## src/rtl/lsu_pkg.sv

```systemverilog
`default_nettype none
// ============================================================================
// Module      : lsu_pkg
// Description : Shared constants, state type and alignment helpers for the
//               memory-access stage.
// Revision    : 1.0  initial release
// ============================================================================
package lsu_pkg;

    localparam logic [4:0] OP_LOAD  = 5'b00000;
    localparam logic [4:0] OP_STORE = 5'b01000;

    localparam logic [2:0] F3_B  = 3'b000;
    localparam logic [2:0] F3_H  = 3'b001;
    localparam logic [2:0] F3_W  = 3'b010;
    localparam logic [2:0] F3_BU = 3'b100;
    localparam logic [2:0] F3_HU = 3'b101;

    typedef enum logic [1:0] {
        S_IDLE = 2'd0,
        S_REQ  = 2'd1,
        S_WAIT = 2'd2
    } lsu_state_t;

    // funct3[1:0] selects the access width; unused encoding 2'b11 is treated as a word.
    function automatic logic is_aligned(input logic [2:0] f3, input logic [1:0] off);
        logic ok;
        case (f3[1:0])
            2'b00:   ok = 1'b1;
            2'b01:   ok = ~off[0];
            default: ok = (off == 2'b00);
        endcase
        return ok;
    endfunction

endpackage
`default_nettype wire

```

## src/rtl/lsu_load_fmt.sv

```systemverilog
`default_nettype none
// ============================================================================
// Module      : lsu_load_fmt
// Description : Selects the addressed byte/half/word of a load data word and
//               sign- or zero-extends it according to funct3.
// Revision    : 1.0  initial release
// ============================================================================
module lsu_load_fmt
    import lsu_pkg::*;
(
    input  logic [31:0] i_rdata,
    input  logic [1:0]  i_off,
    input  logic [2:0]  i_f3,
    output logic [31:0] o_result
);

    logic [7:0]  w_byte;
    logic [15:0] w_half;
    logic        w_signed;

    always_comb begin
        w_byte   = 8'h00;
        w_half   = i_off[1] ? i_rdata[31:16] : i_rdata[15:0];
        w_signed = ~i_f3[2];
        case (i_off)
            2'd0:    w_byte = i_rdata[7:0];
            2'd1:    w_byte = i_rdata[15:8];
            2'd2:    w_byte = i_rdata[23:16];
            default: w_byte = i_rdata[31:24];
        endcase
    end

    always_comb begin
        o_result = i_rdata;
        case (i_f3[1:0])
            2'b00:   o_result = {{24{w_signed & w_byte[7]}}, w_byte};
            2'b01:   o_result = {{16{w_signed & w_half[15]}}, w_half};
            default: o_result = i_rdata;
        endcase
    end

endmodule
`default_nettype wire

```

## src/rtl/mem_stage_lsu.sv

```systemverilog
`default_nettype none
// ============================================================================
// Module      : mem_stage_lsu
// Description : RV32 memory-access stage: issues data-memory requests, stalls
//               the pipe while an access is outstanding, registers MEM/WB.
// Revision    : 1.0  initial release
// ============================================================================
module mem_stage_lsu
    import lsu_pkg::*;
(
    input  logic        clk,
    input  logic        rst_n,
    input  logic        m_valid,
    input  logic [4:0]  m_op,
    input  logic [2:0]  m_f3,
    input  logic [31:0] m_addr,
    input  logic [31:0] m_wdata,
    input  logic [31:0] m_result,
    input  logic [4:0]  m_rd,
    input  logic        m_use_rd,
    output logic        dmem_req,
    output logic        dmem_we,
    output logic [31:0] dmem_addr,
    output logic [3:0]  dmem_wstrb,
    output logic [31:0] dmem_wdata,
    input  logic        dmem_gnt,
    input  logic        dmem_rvalid,
    input  logic [31:0] dmem_rdata,
    output logic        stall_req,
    output logic        misalign,
    output logic        w_valid,
    output logic        w_we,
    output logic [4:0]  w_rd,
    output logic [31:0] w_data
);

    lsu_state_t  r_state;
    lsu_state_t  w_next_state;
    logic [2:0]  r_f3;
    logic [1:0]  r_off;

    logic        w_is_load;
    logic        w_is_store;
    logic        w_memop;
    logic        w_aligned;
    logic        w_access;
    logic        w_complete;
    logic        w_retire;
    logic        w_bad_align;
    logic [31:0] w_load_val;

    assign w_is_load  = (m_op == OP_LOAD);
    assign w_is_store = (m_op == OP_STORE);
    assign w_memop    = w_is_load | w_is_store;
    assign w_aligned  = is_aligned(m_f3, m_addr[1:0]);
    assign w_access   = m_valid & w_memop & w_aligned;

    // Request fields come straight from the held EX/MEM inputs, so they stay stable in REQ.
    assign dmem_we    = w_is_store;
    assign dmem_addr  = {m_addr[31:2], 2'b00};

    always_comb begin
        dmem_wstrb = 4'h0;
        dmem_wdata = m_wdata;
        if (w_is_store) begin
            case (m_f3[1:0])
                2'b00: begin
                    dmem_wstrb = 4'b0001 << m_addr[1:0];
                    dmem_wdata = {4{m_wdata[7:0]}};
                end
                2'b01: begin
                    dmem_wstrb = 4'b0011 << m_addr[1:0];
                    dmem_wdata = {2{m_wdata[15:0]}};
                end
                default: begin
                    dmem_wstrb = 4'hF;
                    dmem_wdata = m_wdata;
                end
            endcase
        end
    end

    // State register
    always_ff @(posedge clk or negedge rst_n) begin
        if (!rst_n) begin
            r_state <= S_IDLE;
        end else begin
            r_state <= w_next_state;
        end
    end

    // Next-state logic
    always_comb begin
        w_next_state = r_state;
        case (r_state)
            S_IDLE: begin
                if (w_access) begin
                    if (!dmem_gnt) begin
                        w_next_state = S_REQ;
                    end else if (w_is_load) begin
                        w_next_state = S_WAIT;
                    end else begin
                        w_next_state = S_IDLE;
                    end
                end
            end
            S_REQ: begin
                if (dmem_gnt) begin
                    w_next_state = w_is_load ? S_WAIT : S_IDLE;
                end
            end
            S_WAIT: begin
                if (dmem_rvalid) begin
                    w_next_state = S_IDLE;
                end
            end
            default: w_next_state = S_IDLE;
        endcase
    end

    // Output logic
    always_comb begin
        dmem_req   = 1'b0;
        w_complete = 1'b0;
        misalign   = 1'b0;
        case (r_state)
            S_IDLE: begin
                dmem_req   = w_access;
                w_complete = w_access & dmem_gnt & w_is_store;
                misalign   = m_valid & w_memop & ~w_aligned;
            end
            S_REQ: begin
                dmem_req   = 1'b1;
                w_complete = dmem_gnt & w_is_store;
            end
            S_WAIT: begin
                w_complete = dmem_rvalid;
            end
            default: begin
                dmem_req   = 1'b0;
                w_complete = 1'b0;
            end
        endcase
    end

    assign stall_req   = w_access & ~w_complete;
    assign w_retire    = m_valid & ~stall_req;
    assign w_bad_align = w_memop & ~w_aligned;

    // Width and lane of a load are frozen at issue and applied when data returns.
    always_ff @(posedge clk or negedge rst_n) begin
        if (!rst_n) begin
            r_f3  <= 3'b000;
            r_off <= 2'b00;
        end else if ((r_state == S_IDLE) && w_access) begin
            r_f3  <= m_f3;
            r_off <= m_addr[1:0];
        end
    end

    lsu_load_fmt u_load_fmt (
        .i_rdata  (dmem_rdata),
        .i_off    (r_off),
        .i_f3     (r_f3),
        .o_result (w_load_val)
    );

    always_ff @(posedge clk or negedge rst_n) begin
        if (!rst_n) begin
            w_valid <= 1'b0;
            w_we    <= 1'b0;
            w_rd    <= 5'd0;
            w_data  <= 32'd0;
        end else if (w_retire) begin
            w_valid <= 1'b1;
            w_we    <= m_use_rd & (m_rd != 5'd0) & ~w_bad_align & ~w_is_store;
            w_rd    <= m_rd;
            w_data  <= (w_is_load & w_aligned) ? w_load_val : m_result;
        end else begin
            w_valid <= 1'b0;
            w_we    <= 1'b0;
        end
    end

endmodule
`default_nettype wire

```

## config.mk

```make
export PLATFORM = sky130hd
export DESIGN_NAME = mem_stage_lsu
export DESIGN_NICKNAME = d
export VERILOG_FILES = /design/src/rtl/lsu_pkg.sv /design/src/rtl/lsu_load_fmt.sv /design/src/rtl/mem_stage_lsu.sv
export SDC_FILE = /design/constraint.sdc
export NUM_CORES = 1
export LEC_CHECK = 0
export CAP_MARGIN = 20
export CORE_MARGIN = 4
export CORE_UTILIZATION = 33
export DETAILED_ROUTE_END_ITERATION = 16
export PLACE_DENSITY_LB_ADDON = 0.3
export SYNTH_ARGS = -nofsm -noshare
export SYNTH_HDL_FRONTEND = slang
export SYNTH_HIERARCHICAL = 1
export SYNTH_SLANG_ARGS = --single-unit
export TNS_END_PERCENT = 10
```

## constraint.sdc

```tcl
create_clock -name clk -period 2.1 [get_ports clk]
set_clock_uncertainty 0.1 [all_clocks]
set_input_delay 0.315 -clock clk [delete_from_list [all_inputs] [get_ports clk]]
set_output_delay 0.315 -clock clk [all_outputs]
set_load 0.03 [all_outputs]
```

======== After elaboration in Yosys (flattened, before gate mapping) ========
Cells that the tools add are included.
operators by class
  eq/ne operators ......................... 10
  shift operators ......................... 2
  mux-type cells .......................... 20
  bitwise logic cells ..................... 23
  reduce and logical (&&, ||, !) cells .... 9
operators with widths
  operator             count
  $pmux 32 s2          2
  $mux 32              2
  $pmux 8 s3           1
  $mux 16              1
  $and 1x1->1          15
  $logic_not 2->1      5
  $mux 2               5
  $eq 2x1->1 const B   4
  $pmux 4 s2           1
  $not 1->1            7
  $ne 2x2->1 const B   3
  $pmux 2 s3           1
  $eq 5x4->1 const B   1
  $logic_not 5->1      1
  $reduce_bool 5->1    1
  $eq 2x2->1 const B   2
  $mux 4               1
  $pmux 1 s2           2
  $shl 1x2->4 const A  1
  $shl 2x2->4 const A  1
  $mux 1               3
  $pmux 1 s3           1
  $reduce_and 3->1     1
  $logic_and 1x1->1    1
  $or 1x1->1           1
storage, ports and cells
  flip-flop bits (word level) ............. 46
  input port bits ......................... 147
  output and inout bits ................... 111
  logic and storage cells ................. 71

======== Depth between registers and ports, before layout ========
  depth after elaboration ................. 12
  gate-level depth with buffers ........... 9
  depth with buffers taken out ............ 5

======== Hierarchy ========
Netlist, hierarchy kept.
by module, submodules not included
  module         times used  cells each  area each (µm²)  sequential area each (µm²)
  mem_stage_lsu  1           254         2987.9           1151.1
  lsu_load_fmt   1           115         845.8            0.0

======== Worst setup path before layout ========
OpenSTA, ideal clock, no wires.
  path type ............................... input to output
  from .................................... in m_op[1]
  to ...................................... out dmem_wdata[24]
  data arrival time ....................... 1871 ps
  data required time ...................... 1685 ps
  setup slack ............................. -186 ps
  cell stages on the path ................. 4
  buffers on the path ..................... 1
  cells stage by stage .................... nor4_4 > nand3_1 > clkbuf_1 > o21ai_0
between the ends
  longest elaborated chain between the ends .. 2
ends and longest elaborated chain
  what             line                 source
  start, declared  mem_stage_lsu.sv:14  input logic [4:0] m_op,
  $eq 5x4->1       mem_stage_lsu.sv:53  assign w_is_store = (m_op == OP_STORE);
  $mux 32          mem_stage_lsu.sv:65  if (w_is_store) begin
  end, declared    mem_stage_lsu.sv:25  output logic [31:0] dmem_wdata,
No other way between the ends.

======== Worst setup path in the final report ========
  from .................................... in dmem_rdata[23]
  to ...................................... reg w_data[22]
between the ends
  longest elaborated chain between the ends .. 4
ends and longest elaborated chain
  what                  line                  source
  start, declared       mem_stage_lsu.sv:28   input logic [31:0] dmem_rdata,
  $pmux 8 s3            lsu_load_fmt.sv:25    case (i_off)
  $and 1x1->1           lsu_load_fmt.sv:36    2'b00: o_result = {{24{w_signed & w_byte[7]}}, w_byte};
  $pmux 32 s2           lsu_load_fmt.sv:35    case (i_f3[1:0])
  via w_load_val[22]    mem_stage_lsu.sv:50   logic [31:0] w_load_val;
  $mux 32               mem_stage_lsu.sv:178  w_data <= (w_is_load & w_aligned) ? w_load_val : m_result;
  end signal, assigned  mem_stage_lsu.sv:178
  end, declared         mem_stage_lsu.sv:34   output logic [31:0] w_data
The timed path passes the listed nets, and every way through them passes these cells.
A chain may end at the register's enable or synchronous reset.

==> out/qor.csv <==
metric,value,unit
max_stage_delay,450,ps
ir_worst_vdd,376.0,uV
die_area,0.01341,mm^2
cp.arrival,2260,ps
drive_gt1_share,39.02,%
critPathTopFamily,multiplexers,
syn_to_final_growth,61.81,%
num_rows,39,
drt_first_pass_iters,4,
coreArea,0.01142,mm^2
power.leakage,2.627,nW
clockBufferDepth,2,
grt_pass1_vias,3759,
synthFlopType,dfrtp_1,
async_flop_share,100.0,%
grt_pass1_wl,19270,um
fillers,1023,
ff_latch_area,0.001151,mm^2
period_needed,2182,ps
path_max_fanout,9,
fp.dieH,115.8,um
clock_sinks,46,
drt_iter0_markers,168,
max_freq,0.4583,GHz
clk_pin_slew,70,ps
crit_required,2180,ps
path_cells,clkdlybuf4s50_1 -> mux2_4 -> a32oi_4 -> buf_12 -> buf_12 -> o211ai_2 -> mux2_2 -> mux2_4,
slew_headroom,59.45,%
num_vias,3536,
cts_tree,done,
vias_per_cell,5.095,
slew_viol_final,0,
cts_buffers,5,
hold_viol,0,
drc,0,
r2r_setup_slack,-60,ps
netlist_area,0.003834,mm^2
worst_pin_slew,608.3,ps
period_share,103.9,%
cp.buffers_inverters,3,
r2r-start,r_off[0],
hold_path.class,input port to asynchronous set/reset pin,
routed_wl,12930,um
cp_slowest_cell,clkdlybuf4s50_1,
gp_congestion,0.8260,
power.density,617.1,mW/mm^2
violations,setup timing,
setup_violations,23,
n_antenna_cell,0,
port_buffers,195,
synth_seq_cells,46,
chipWidth,115.8,um
synth_edf_count,0,
critPathKind,input port to register,
end_kind,register,
grt_usage,18.37,%
detail_route.wl_per_cell,18.62,um
r2r_end,w_data[22],
start_util,33.57,%
holdBufCountCts,0,
utilization,54.33,%
rsz0062_at_grt,yes,
ys_types,45,
final_nets,697,
ant_nets,0,
ioPinCount,258,
multi_input_area,0.002310,mm^2
grt_max_degree,47,
overflow,0,
yosysWarnings,6,
cts-root-buf,clkbuf_16,
dp_hpwl,10140,um
insertion_delay,290,ps
start_kind,input port,
r2r_cells,7,
finalSetupTns,-1125,ps
finalWorstSetupSlack,-82.03,ps
drv_cap,0,
cts-htree-levels,2,
seq_area_frac_synth,30.03,%
antenna_found_initial,0,
status,"complete, but fails checks",
synth_cells,369,
synth.avg_cell_area,10.39,um^2
-- worst register-to-register path, delay by kind of cell, from the launching register on --
kind / cells / cell delay (ps)
multiplexers: 3 / 860
flip-flops: 1 / 420
AO/OA/AOI/OAI: 2 / 350
buffers and inverters: 2 / 310
-- through the flow --
stage,area (um^2),hold WS (ps),power [mW],cells,worst slack (ps)
floorplan,3837,-80.59,2.210,370,-185.6
global placement,5879,342.7,2.891,682,-736.3
detailed placement,5879,361.0,2.920,682,-781.5
CTS,6161,49.77,3.839,694,-67.30
global route,6203,71.82,4.013,694,-104.4
finish,6203,7.524,3.828,694,-82.03
-- routing by layer --
| layer | track usage (%) | share of wire [%] | vias up |
|---|---|---|---|
| met5 | 0 | 0 | - |
| met4 | 5.646 | 1.8 | 0 |
| met3 | 5.222 | 9.7 | 25 |
| met2 | 33.76 | 51 | 181 |
| met1 | 20.45 | 38 | 1666 |
| li1 | - | - | 1664 |
-- worst max path at each step --
stage              startpoint             end  slack, ps  cells past startpoint
6_report       dmem_rdata[23]      w_data[22]        -80                      8
5_1_grt              r_off[0]      w_data[24]       -100                      7
4_1_cts              r_off[0]      w_data[24]        -70                      7
3_5_place_dp          m_op[1]  dmem_wdata[12]       -780                      7
3_3_place_gp          m_op[1]  dmem_wdata[12]       -740                      7
2_1_floorplan         m_op[1]  dmem_wdata[24]       -190                      4
-- state kept, by name (all words and copies together) (netlist names) --
| signal | count |
|---|---|
| w_data | 32 |
| w_valid | 1 |
| r_off | 2 |
| r_f3 | 3 |
| w_rd | 5 |
| r_state | 2 |
| w_we | 1 |
-- layout make-up --
type                            count  area share [%]
Sequential cell                    46           18.56
Multi-Input combinational cell    251           37.23
Tap cell                          143           2.884
Clock buffer                        5           2.017
Timing Repair Buffer              241           38.54
Inverter                            5          0.3630
Clock inverter                      3          0.4034
-- repair_timing --
item                                    CTS  global route
endpoints found under the setup margin   73            46
pin swaps                                 5             3
gates cloned                              1             0
buffers inserted                          3             0
gates resized for setup                  82            18
-- cells in the final DEF (no fill, tap or decap), types with 3 or more instances in the layout --
cell and instances:
clkdlybuf4s50_1 152, mux2_2 70, buf_4 56, dfrtp_1 46, nand2_1 39, mux2i_1 23, mux2_4 23, buf_6 13
buf_12 11, o21ai_0 10, o211ai_2 10, nor2b_1 9, a22oi_1 9, o221ai_1 7, o211ai_1 7, o22a_1 7
clkbuf_16 5, a21oi_1 4, dlygate4sd2_1 4, inv_1 3, buf_2 3
-- Yosys cell counts, types with 2 or more instances --
library cell / instances / area share, %
nor2b_1: 10 / 1.6
mux2_4: 13 / 5.1
dfrtp_1: 46 / 30
o211ai_2: 10 / 3.3
mux2i_1: 23 / 6.0
o22a_1: 7 / 1.6
buf_4: 43 / 8.4
buf_2: 9 / 1.2
o211ai_1: 7 / 1.4
a21oi_1: 6 / 0.78
o21ai_0: 10 / 1.3
nor2_1: 2 / 0.20
o221ai_1: 8 / 1.8
clkbuf_1: 11 / 1.1
a22oi_1: 9 / 1.8
nand2_1: 40 / 3.9
mux2_2: 80 / 23
buf_6: 4 / 1.2
inv_1: 4 / 0.39
or3_1: 2 / 0.33
-- logic make-up (layout without fill, tap and decap cells) --
group                  after synthesis  count (layout)  share of synthesized area, %
AOI/OAI and AO/OA                   64              64                         13.64
buffers and inverters               73             254                         12.43
DFF                                 46              46                         30.03
muxes                              116             116                         34.60
other                                1               2                       0.09782
and+or+nand+nor                     69              69                         9.204
-- report_power, final --
group          switching, mW  internal (mW)  total [mW]
Sequential            0.0677          0.987        1.05
Combinational          0.945           1.02        1.96
Clock                  0.364          0.448       0.812
Note: power is estimated with default switching activity, not from simulation.
